### src/rtl/muldiv_ctrl_pkg.sv
// Shared encodings for the multiply/divide sequencer: op codes seen on the
// op port, MIPS funct codes for decode, FSM state type and a sign helper.
package muldiv_ctrl_pkg;

  // Sequencer op encodings driven from decode alongside start.
  localparam logic [2:0] MD_MULT  = 3'd0;
  localparam logic [2:0] MD_MULTU = 3'd1;
  localparam logic [2:0] MD_DIV   = 3'd2;
  localparam logic [2:0] MD_DIVU  = 3'd3;
  localparam logic [2:0] MD_MTHI  = 3'd4;
  localparam logic [2:0] MD_MTLO  = 3'd5;

  // SPECIAL-opcode funct fields that decode maps onto the ops above.
  localparam logic [5:0] MFHI  = 6'h10;
  localparam logic [5:0] MTHI  = 6'h11;
  localparam logic [5:0] MFLO  = 6'h12;
  localparam logic [5:0] MTLO  = 6'h13;
  localparam logic [5:0] MULT  = 6'h18;
  localparam logic [5:0] MULTU = 6'h19;
  localparam logic [5:0] DIV   = 6'h1A;
  localparam logic [5:0] DIVU  = 6'h1B;

  typedef enum logic [1:0] {
    ST_IDLE = 2'd0,
    ST_ITER = 2'd1,
    ST_FIX  = 2'd2
  } md_state_e;

  // Magnitude of a value that is two's complement only when sgn is set.
  function automatic logic [31:0] abs32(input logic [31:0] v, input logic sgn);
    return (sgn && v[31]) ? (~v + 32'd1) : v;
  endfunction

endpackage

### src/rtl/muldiv_iter.sv
// Iterative datapath: 64-bit working register stepping one bit per cycle
// (shift-add multiply or restoring divide) plus combinational sign fixup.
module muldiv_iter
  import muldiv_ctrl_pkg::*;
(
  input  logic        clk,
  input  logic        rst,
  input  logic        load_i,     // latch magnitudes, clear upper half
  input  logic        step_i,     // advance one iteration
  input  logic        is_div_i,   // latched op type
  input  logic [31:0] a_i,        // |op_a| at load
  input  logic [31:0] b_i,        // |op_b| at load
  input  logic        neg_i,      // negate product / quotient
  input  logic        neg_rem_i,  // negate remainder
  input  logic        dbz_i,      // divisor was zero
  input  logic [31:0] a_orig_i,   // original dividend for divide-by-zero
  output logic [31:0] hi_o,
  output logic [31:0] lo_o
);

  logic [63:0] acc_q, acc_d;
  logic [31:0] b_q;
  logic [32:0] add_sum;
  logic [32:0] trial;
  logic        ge;
  logic [63:0] prod;
  logic [31:0] quo, rem;

  // One multiply or divide step; divisor magnitude is at most 2^32-1 so the
  // shifted remainder needs 33 bits before the trial subtract.
  always_comb begin
    add_sum = {1'b0, acc_q[63:32]} + (acc_q[0] ? {1'b0, b_q} : 33'd0);
    trial   = acc_q[63:31] - {1'b0, b_q};
    ge      = (acc_q[63:31] >= {1'b0, b_q});
    if (is_div_i)
      acc_d = ge ? {trial[31:0], acc_q[30:0], 1'b1} : {acc_q[62:0], 1'b0};
    else
      acc_d = {add_sum, acc_q[31:1]};
  end

  // Working register: loaded on accept, stepped while iterating.
  always_ff @(posedge clk) begin
    if (rst) begin
      acc_q <= '0;
      b_q   <= '0;
    end else if (load_i) begin
      acc_q <= {32'd0, a_i};
      b_q   <= b_i;
    end else if (step_i) begin
      acc_q <= acc_d;
    end
  end

  // Sign fixup; modulo-2^32 negation makes 0x80000000 / -1 wrap naturally.
  always_comb begin
    prod = neg_i ? (~acc_q + 64'd1) : acc_q;
    quo  = neg_i ? (~acc_q[31:0] + 32'd1) : acc_q[31:0];
    rem  = neg_rem_i ? (~acc_q[63:32] + 32'd1) : acc_q[63:32];
    if (!is_div_i) begin
      hi_o = prod[63:32];
      lo_o = prod[31:0];
    end else if (dbz_i) begin
      hi_o = a_orig_i;
      lo_o = 32'hFFFF_FFFF;
    end else begin
      hi_o = rem;
      lo_o = quo;
    end
  end

endmodule

### src/rtl/muldiv_ctrl.sv
// HI/LO owner and multiply/divide sequencer: IDLE -> ITER x32 -> FIX.
// Decode is stalled while an operation is in flight.
module muldiv_ctrl
  import muldiv_ctrl_pkg::*;
(
  input  logic        clk,
  input  logic        rst,
  input  logic        start,
  input  logic [2:0]  op,
  input  logic [31:0] op_a,
  input  logic [31:0] op_b,
  input  logic        mf_req,
  input  logic        mf_sel,
  output logic        busy,
  output logic        stall,
  output logic [31:0] mf_data,
  output logic [31:0] hi,
  output logic [31:0] lo,
  output logic        done
);

  md_state_e   state_q;
  logic [4:0]  cnt_q;
  logic        busy_q, done_q;
  logic [31:0] hi_q, lo_q, a_orig_q;
  logic        div_q, neg_q, neg_rem_q, dbz_q;
  logic        accept, md_go, sgn, is_div;
  logic [31:0] res_hi, res_lo;

  // Request decode; only an idle sequencer takes a new op.
  always_comb begin
    accept = start && (state_q == ST_IDLE);
    sgn    = (op == MD_MULT) || (op == MD_DIV);
    is_div = (op == MD_DIV)  || (op == MD_DIVU);
    md_go  = accept && (sgn || is_div || (op == MD_MULTU));
  end

  muldiv_iter u_iter (
    .clk       (clk),
    .rst       (rst),
    .load_i    (md_go),
    .step_i    (state_q == ST_ITER),
    .is_div_i  (div_q),
    .a_i       (abs32(op_a, sgn)),
    .b_i       (abs32(op_b, sgn)),
    .neg_i     (neg_q),
    .neg_rem_i (neg_rem_q),
    .dbz_i     (dbz_q),
    .a_orig_i  (a_orig_q),
    .hi_o      (res_hi),
    .lo_o      (res_lo)
  );

  // FSM, iteration counter, op/sign latches and HI/LO registers.
  always_ff @(posedge clk) begin
    if (rst) begin
      state_q   <= ST_IDLE;
      cnt_q     <= '0;
      busy_q    <= 1'b0;
      done_q    <= 1'b0;
      hi_q      <= '0;
      lo_q      <= '0;
      a_orig_q  <= '0;
      div_q     <= 1'b0;
      neg_q     <= 1'b0;
      neg_rem_q <= 1'b0;
      dbz_q     <= 1'b0;
    end else begin
      done_q <= 1'b0;
      case (state_q)
        ST_IDLE: begin
          if (accept && op == MD_MTHI) hi_q <= op_a;
          if (accept && op == MD_MTLO) lo_q <= op_a;
          if (md_go) begin
            div_q     <= is_div;
            neg_q     <= sgn && (op_a[31] ^ op_b[31]);
            neg_rem_q <= sgn && op_a[31];
            dbz_q     <= (op_b == 32'd0);
            a_orig_q  <= op_a;
            cnt_q     <= '0;
            busy_q    <= 1'b1;
            state_q   <= ST_ITER;
          end
        end
        ST_ITER: begin
          cnt_q <= cnt_q + 5'd1;
          if (cnt_q == 5'd31) state_q <= ST_FIX;
        end
        ST_FIX: begin
          hi_q    <= res_hi;
          lo_q    <= res_lo;
          busy_q  <= 1'b0;
          done_q  <= 1'b1;
          state_q <= ST_IDLE;
        end
        default: state_q <= ST_IDLE;
      endcase
    end
  end

  // Decode-facing outputs; stall is purely same-cycle.
  always_comb begin
    busy    = busy_q;
    done    = done_q;
    hi      = hi_q;
    lo      = lo_q;
    stall   = busy_q && (start || mf_req);
    mf_data = mf_sel ? hi_q : lo_q;
  end

endmodule
### config.mk
export PLATFORM = sky130hd
export DESIGN_NAME = muldiv_ctrl
export DESIGN_NICKNAME = d
export VERILOG_FILES = /design/src/rtl/muldiv_ctrl_pkg.sv /design/src/rtl/muldiv_iter.sv /design/src/rtl/muldiv_ctrl.sv
export SDC_FILE = /design/constraint.sdc
export NUM_CORES = 1
export LEC_CHECK = 0
export BUFFER_PORTS_ARGS = -buffer_cell sky130_fd_sc_hd__buf_2
export CAP_MARGIN = 20
export CORE_ASPECT_RATIO = 1.75
export CORE_MARGIN = 4
export CORE_UTILIZATION = 55
export DETAILED_ROUTE_END_ITERATION = 16
export PLACE_DENSITY = 0.79
export SLEW_MARGIN = 25
export SYNTH_ARGS = -nofsm -noshare
export SYNTH_HDL_FRONTEND = slang
export SYNTH_HIERARCHICAL = 1
export SYNTH_SLANG_ARGS = --single-unit
### constraint.sdc
create_clock -name clk -period 3.4 [get_ports clk]
set_input_delay 0.34 -clock clk [delete_from_list [all_inputs] [get_ports clk]]
set_output_delay 0.34 -clock clk [all_outputs]
set_load 0.005 [all_outputs]
Yosys cells after proc, flatten, opt, wreduce, memory -nomap -nowiden

Index checks and enable logic that the tools add are counted.

Bits in registers: 205
Latch bits: 0
RAM bits: 0
Memory bits (read-only): 0
Input port bits: 72
Output and inout bits: 99
Word-level logic and storage cells: 94
Memories kept: 0

Add/subtract/negate cells: 8
Multiply operators: 0
Div/mod/pow operators: 0
Order comparisons: 1
Equality and inequality tests: 12
Shift operators: 0
Muxes and demuxes: 27
Bitwise operators: 6
Reductions and logical operators: 26

Operator list:

| cell                  | count |
|---|---|
| $mux 32               | 14 |
| $mux 64               | 3 |
| $add 32x1->32 const B | 4 |
| $not 32->32           | 4 |
| $pmux 32 s2           | 2 |
| $add 64x1->64 const B | 1 |
| $not 64->64           | 1 |
| $add 32x32->33        | 1 |
| $ge 33x32->1          | 1 |
| $logic_not 32->1      | 1 |
| $sub 32x32->32        | 1 |
| $reduce_and 2->1      | 6 |
| $pmux 5 s2            | 1 |
| $logic_and 1x1->1     | 8 |
| $eq 3x2->1 const B    | 2 |
| $eq 3x3->1 const B    | 2 |
| $reduce_bool 2->1     | 3 |
| $add 5x1->5 const B   | 1 |
| $eq 5x5->1 const B    | 1 |
| $logic_or 1x1->1      | 5 |
| $mux 5                | 1 |
| $mux 2                | 2 |
| $ne 2x1->1 const B    | 2 |
| $ne 2x2->1 const B    | 2 |
| 10 further kinds      | 11 |

Logic depth before layout (Yosys ltp)

Depth after elaboration: 7
Mapped depth: 15
Depth with buffers taken out: 13

Hierarchy

Netlist, hierarchy kept.

Modules (own cells, without submodules):

| module      | instances | cells an instance | area each (um^2) | sequential area each (um^2) |
|---|---|---|---|---|
| muldiv_iter | 1         | 1,551             | 10,786.6         | 1,921.8 |
| muldiv_ctrl | 1         | 835               | 6,354.8          | 2,182.1 |

Least setup slack after synthesis

Ideal clock, no wire load.

Kind: register to register
Start: register u_iter.acc_q[0]
End: register u_iter.acc_q[61]
Arrival: 2,836 ps
Required time: 3,305 ps
Path slack: 468 ps
Stages on the path, launching flop included: 14
Period minus slack after synthesis: 2,932 ps
Cell sequence: dfxtp_1 inv_1 buf_1 nor2_1 ha_1 o211ai_1 o21ai_0 o21ai_0 a211oi_1 o211ai_1 nor4_1 nor3_1 xnor2_1 a221oi_1

Word-level cells in the longest chain between the ends: 3

RTL lines:

| item                     | line              | RTL |
|---|---|---|
| start: declaration       | muldiv_iter.sv:21 | `logic [63:0] acc_q, acc_d;` |
| start signal: assignment | muldiv_iter.sv:47 | `acc_q <= {32'd0, a_i};` |
| $mux 32                  | muldiv_iter.sv:32 | `add_sum = {1'b0, acc_q[63:32]} + (acc_q[0] ? {1'b0, b_q} : 33'd0);` |
| $add 32x32->33           | muldiv_iter.sv:32 |  |
| $mux 64                  | muldiv_iter.sv:35 | `if (is_div_i)` |

No other way between the ends.
A chain may end at the register's enable or synchronous reset.

Worst setup path after layout

Start: register u_iter.acc_q[8]
End: register hi_q[26], in the netlist hi[26]

Word-level cells in the longest chain between the ends: 5

RTL lines:

| item                   | line              | RTL |
|---|---|---|
| $not 64->64            | muldiv_iter.sv:56 | `prod = neg_i ? (~acc_q + 64'd1) : acc_q;` |
| $add 64x1->64          | muldiv_iter.sv:56 |  |
| $mux 64                | muldiv_iter.sv:56 |  |
| $mux 32                | muldiv_iter.sv:59 | `if (!is_div_i) begin` |
| named net res_hi[26]   | muldiv_ctrl.sv:28 | `logic [31:0] res_hi, res_lo;` |
| $pmux 32 s2            | muldiv_ctrl.sv:70 | `case (state_q)` |
| end signal: assignment | muldiv_ctrl.sv:72 | `if (accept && op == MD_MTHI) hi_q <= op_a;` |
| end signal: assignment | muldiv_ctrl.sv:90 | `hi_q <= res_hi;` |
| end: declaration       | muldiv_ctrl.sv:25 | `logic [31:0] hi_q, lo_q, a_orig_q;` |

The timed path passes the listed nets, and every way through them passes these cells.

==> run metrics <==
status completed; Area contributors post-synth dfxtp_1 24%, nand2_1 7.4%, nor2_1 7.1%, a21oi_1 6.2%, ha_1 5.1%; Synth warnings 6; port bufs 170; largest net degree at the start of global routing 91; initial antenna violation count 1; first-pass GRT wire length 99700 µm; area of the multi-input gates 0.0121 mm²; ys flop type dfxtp_1; skew final 0.0206 ns; Final ANT Viol Nets 0; cell taking the most area after synthesis dfxtp_1; P&R area growth vs syn 17.0%; synthesized area between 0.015 and 0.02 mm²; RSZ-0062 raised after global routing yes; r2r setup slk 0.12 ns; share of cells above drive strength 1 between 10% and 20%; root buffer cell clkbuf_16; Chip Width around 140 µm; Detailed Place HPWL 49200 µm; DRC viols 0; fmax 0.305 GHz; core area about 0.031 mm²; register area share after synthesis 23.9%; syn_area_per_cell 7.18 µm²; Initial DRC Count 1766; Seq. cell area 0.00411 mm²; Synthesized Nets 2530; CP max stage delay between 0.5 and 0.6 ns; Vias/cell ~6.4; total track usage 36.1%; Final Cycle Share 96.4%; Startpoint Class flop; clock sink count roughly 210; number of global-route vias before repair around 19000; post-route minimum period 3.28 ns; Skew-Pair Late Insertion Delay 0.55 ns; Post-Synth Adder-Cell Area roughly 5.3%; CP Data Required Time 3.84 ns; power per cell area around 400 mW/mm²; Simple-Gate Fraction of Synth Area 24.0%; num ports about 170; final WL around 65000 µm; Post-Synth XOR/XNOR Area under 10%; peak supply drop between 0.4 and 0.5 mV; Synth Area in Compound Gates 25.4%; Slew Limit Fails 0; Hold WC Path Type in -> reg; Worst Setup End Kind flop; Setup CP Type reg -> reg; max cap viols 0; nets 2715; Post-Synthesis Cells 2386; DRT Pass-1 Iters 5; Clock power frac 35.2%; Synth top area share 23.9%; via count 19182; RePlAce Congestion 1.03; number of synthesized flops with an enable pin 0; Die H around 240 µm; Area after DPL 0.0191 mm²; CTS tree done; H-tree Lvls 1; Lkg Pwr 8.81 nW; clk slew on worst S/H paths around 0.06 ns; pre-CTS setup slack -0.259 ns; Final Hold Viols 0; Sw Ratio 34.5%; CP cell instances or4_4 > nor4_4 > or3b_4 > nor3_4 > nand2_4 > o21ai_1 > buf_4 > o21ai_0 > a21oi_1 > nor2_1 > a311oi_1; grt total ovfl 0; Final setup viols 0; Comb pwr share roughly 32%; mux cell area share after synthesis 7.40%; routed len/inst approximately 22 µm; Critical-path top delay cell or4_4; Seq cells post-synth approximately 200; Fin Setup TNS 0 ns; TritonCTS Buffers 23; Max clock buf depth 3; relative slew slack 32.1%; most common cell in the synthesized netlist nand2_1; slew at the pin closest to its max-slew limit 1.01 ns; final worst slack between 0.1 and 0.15 ns; Power, Total 0.00803 W; Sw Pwr approximately 0.0028 W; Seq pwr share 32.8%; Critical Path Fanout Max 7; Initial Utilization 55.8%; Finished Cell Area ~0.02 mm²; die area roughly 0.034 mm²; largest family of logic cells by synthesized area compound AO/OA/AOI/OAI gates; # rows 85; Layout fillers 2719; most frequent cells after synthesis 339 x nand2_1, 324 x nor2_1, 212 x a21oi_1, 205 x dfxtp_1, 135 x clkbuf_1; Power Internal 0.00526 W; Distinct cells, synth 94; critical path arrival 3.72 ns; Async SR Flop Fraction 0%
placed cells by master (no fill, tap or decap), types with 30 or more instances in the layout:
cell type,n
nor2_1,323
a211oi_1,54
buf_2,169
nor3_1,39
a31oi_1,30
xor2_1,89
buf_4,167
a21oi_1,212
xnor2_1,65
inv_1,75
mux2_1,30
nand2_1,336
nand3_1,36
o21ai_0,124
dfxtp_1,203
mux2i_1,84
ha_1,70
a311oi_1,67
power groups by stage:
stage                     Clock [W]  Sequential, W  Combinational [W]
after floorplan                   0        0.00264            0.00162
after global placement            0        0.00267            0.00246
after detailed placement          0        0.00268            0.00248
after CTS                   0.00285        0.00263            0.00250
after global routing        0.00295        0.00264            0.00276
final                       0.00283        0.00263            0.00257
stage by stage:
| stage | instances | hold slack (ns) | util (%) |
|---|---|---|---|
| detailed placement | 2934 | 0.449 | 62.1 |
| CTS | 2976 | 0.0820 | 64.9 |
| finish | 2980 | 0.0916 | 65.3 |
| global placement | 2934 | 0.443 | 62.1 |
| floorplan | 2386 | 0.431 | - |
| global route | 2980 | 0.0956 | 65.3 |
state kept, by name (all words and copies together) (netlist names), 2 cells and up:
register and flops:
u_iter/acc_q 64, a_orig_q 32, hi 32, lo 32
u_iter/b_q 32, cnt_q 5, state_q 2
critical path: cells and delay by family, from the launching register on:
kind                   cells  cell delay (ns)
buffers and inverters      1             0.18
DFF                        1             0.37
AOI/OAI and AO/OA          4             0.81
and+or+nand+nor            6             1.82
path summary, 6_finish.rpt:
path                        start      endpoint  cells past startpoint
setup / recovery  u_iter/acc_q[8]        hi[26]                     11
hold / removal              op[1]         div_q                      3
setup reg to reg  u_iter/acc_q[8]        hi[26]                     11
hold reg to reg      a_orig_q[24]  a_orig_q[24]                      2
kinds of logic after synthesis:
family / count (synthesis)
buf+inv: 260
fa+ha+maj: 72
simple gates: 899
xor+xnor: 154
flops: 205
mux: 122
compound gates: 674
layout make-up:
| cell class | instances | share of cell area [%] |
|---|---|---|
| clock buffers | 36 | 3.66 |
| multi-input cells | 1921 | 60.3 |
| flip-flops and latches | 205 | 20.5 |
| clock inverters | 6 | 0.555 |
| repair buffers | 342 | 11.1 |
| diodes | 1 | 0.0125 |
| inverters | 78 | 1.47 |
| well taps | 391 | 2.44 |
per-layer routing:
| metal | wire, µm | part of all wire, % | track usage (%) |
|---|---|---|---|
| met1 | 22300 | 34 | 37.3 |
| met2 | 33200 | 51 | 66.4 |
| met3 | 4170 | 6.4 | 4.09 |
| met4 | 5400 | 8.3 | 25.1 |
| met5 | 0 | 0 | 0 |
repair_timing:
action                     CTS  global route
pin swaps                    0             3
hold endpoints to repair     0             0
gates resized for setup      5            18
setup endpoints to repair   10            16
buffers inserted             0             2
hold buffers                 0             0
(Power assumes the default switching activity.)
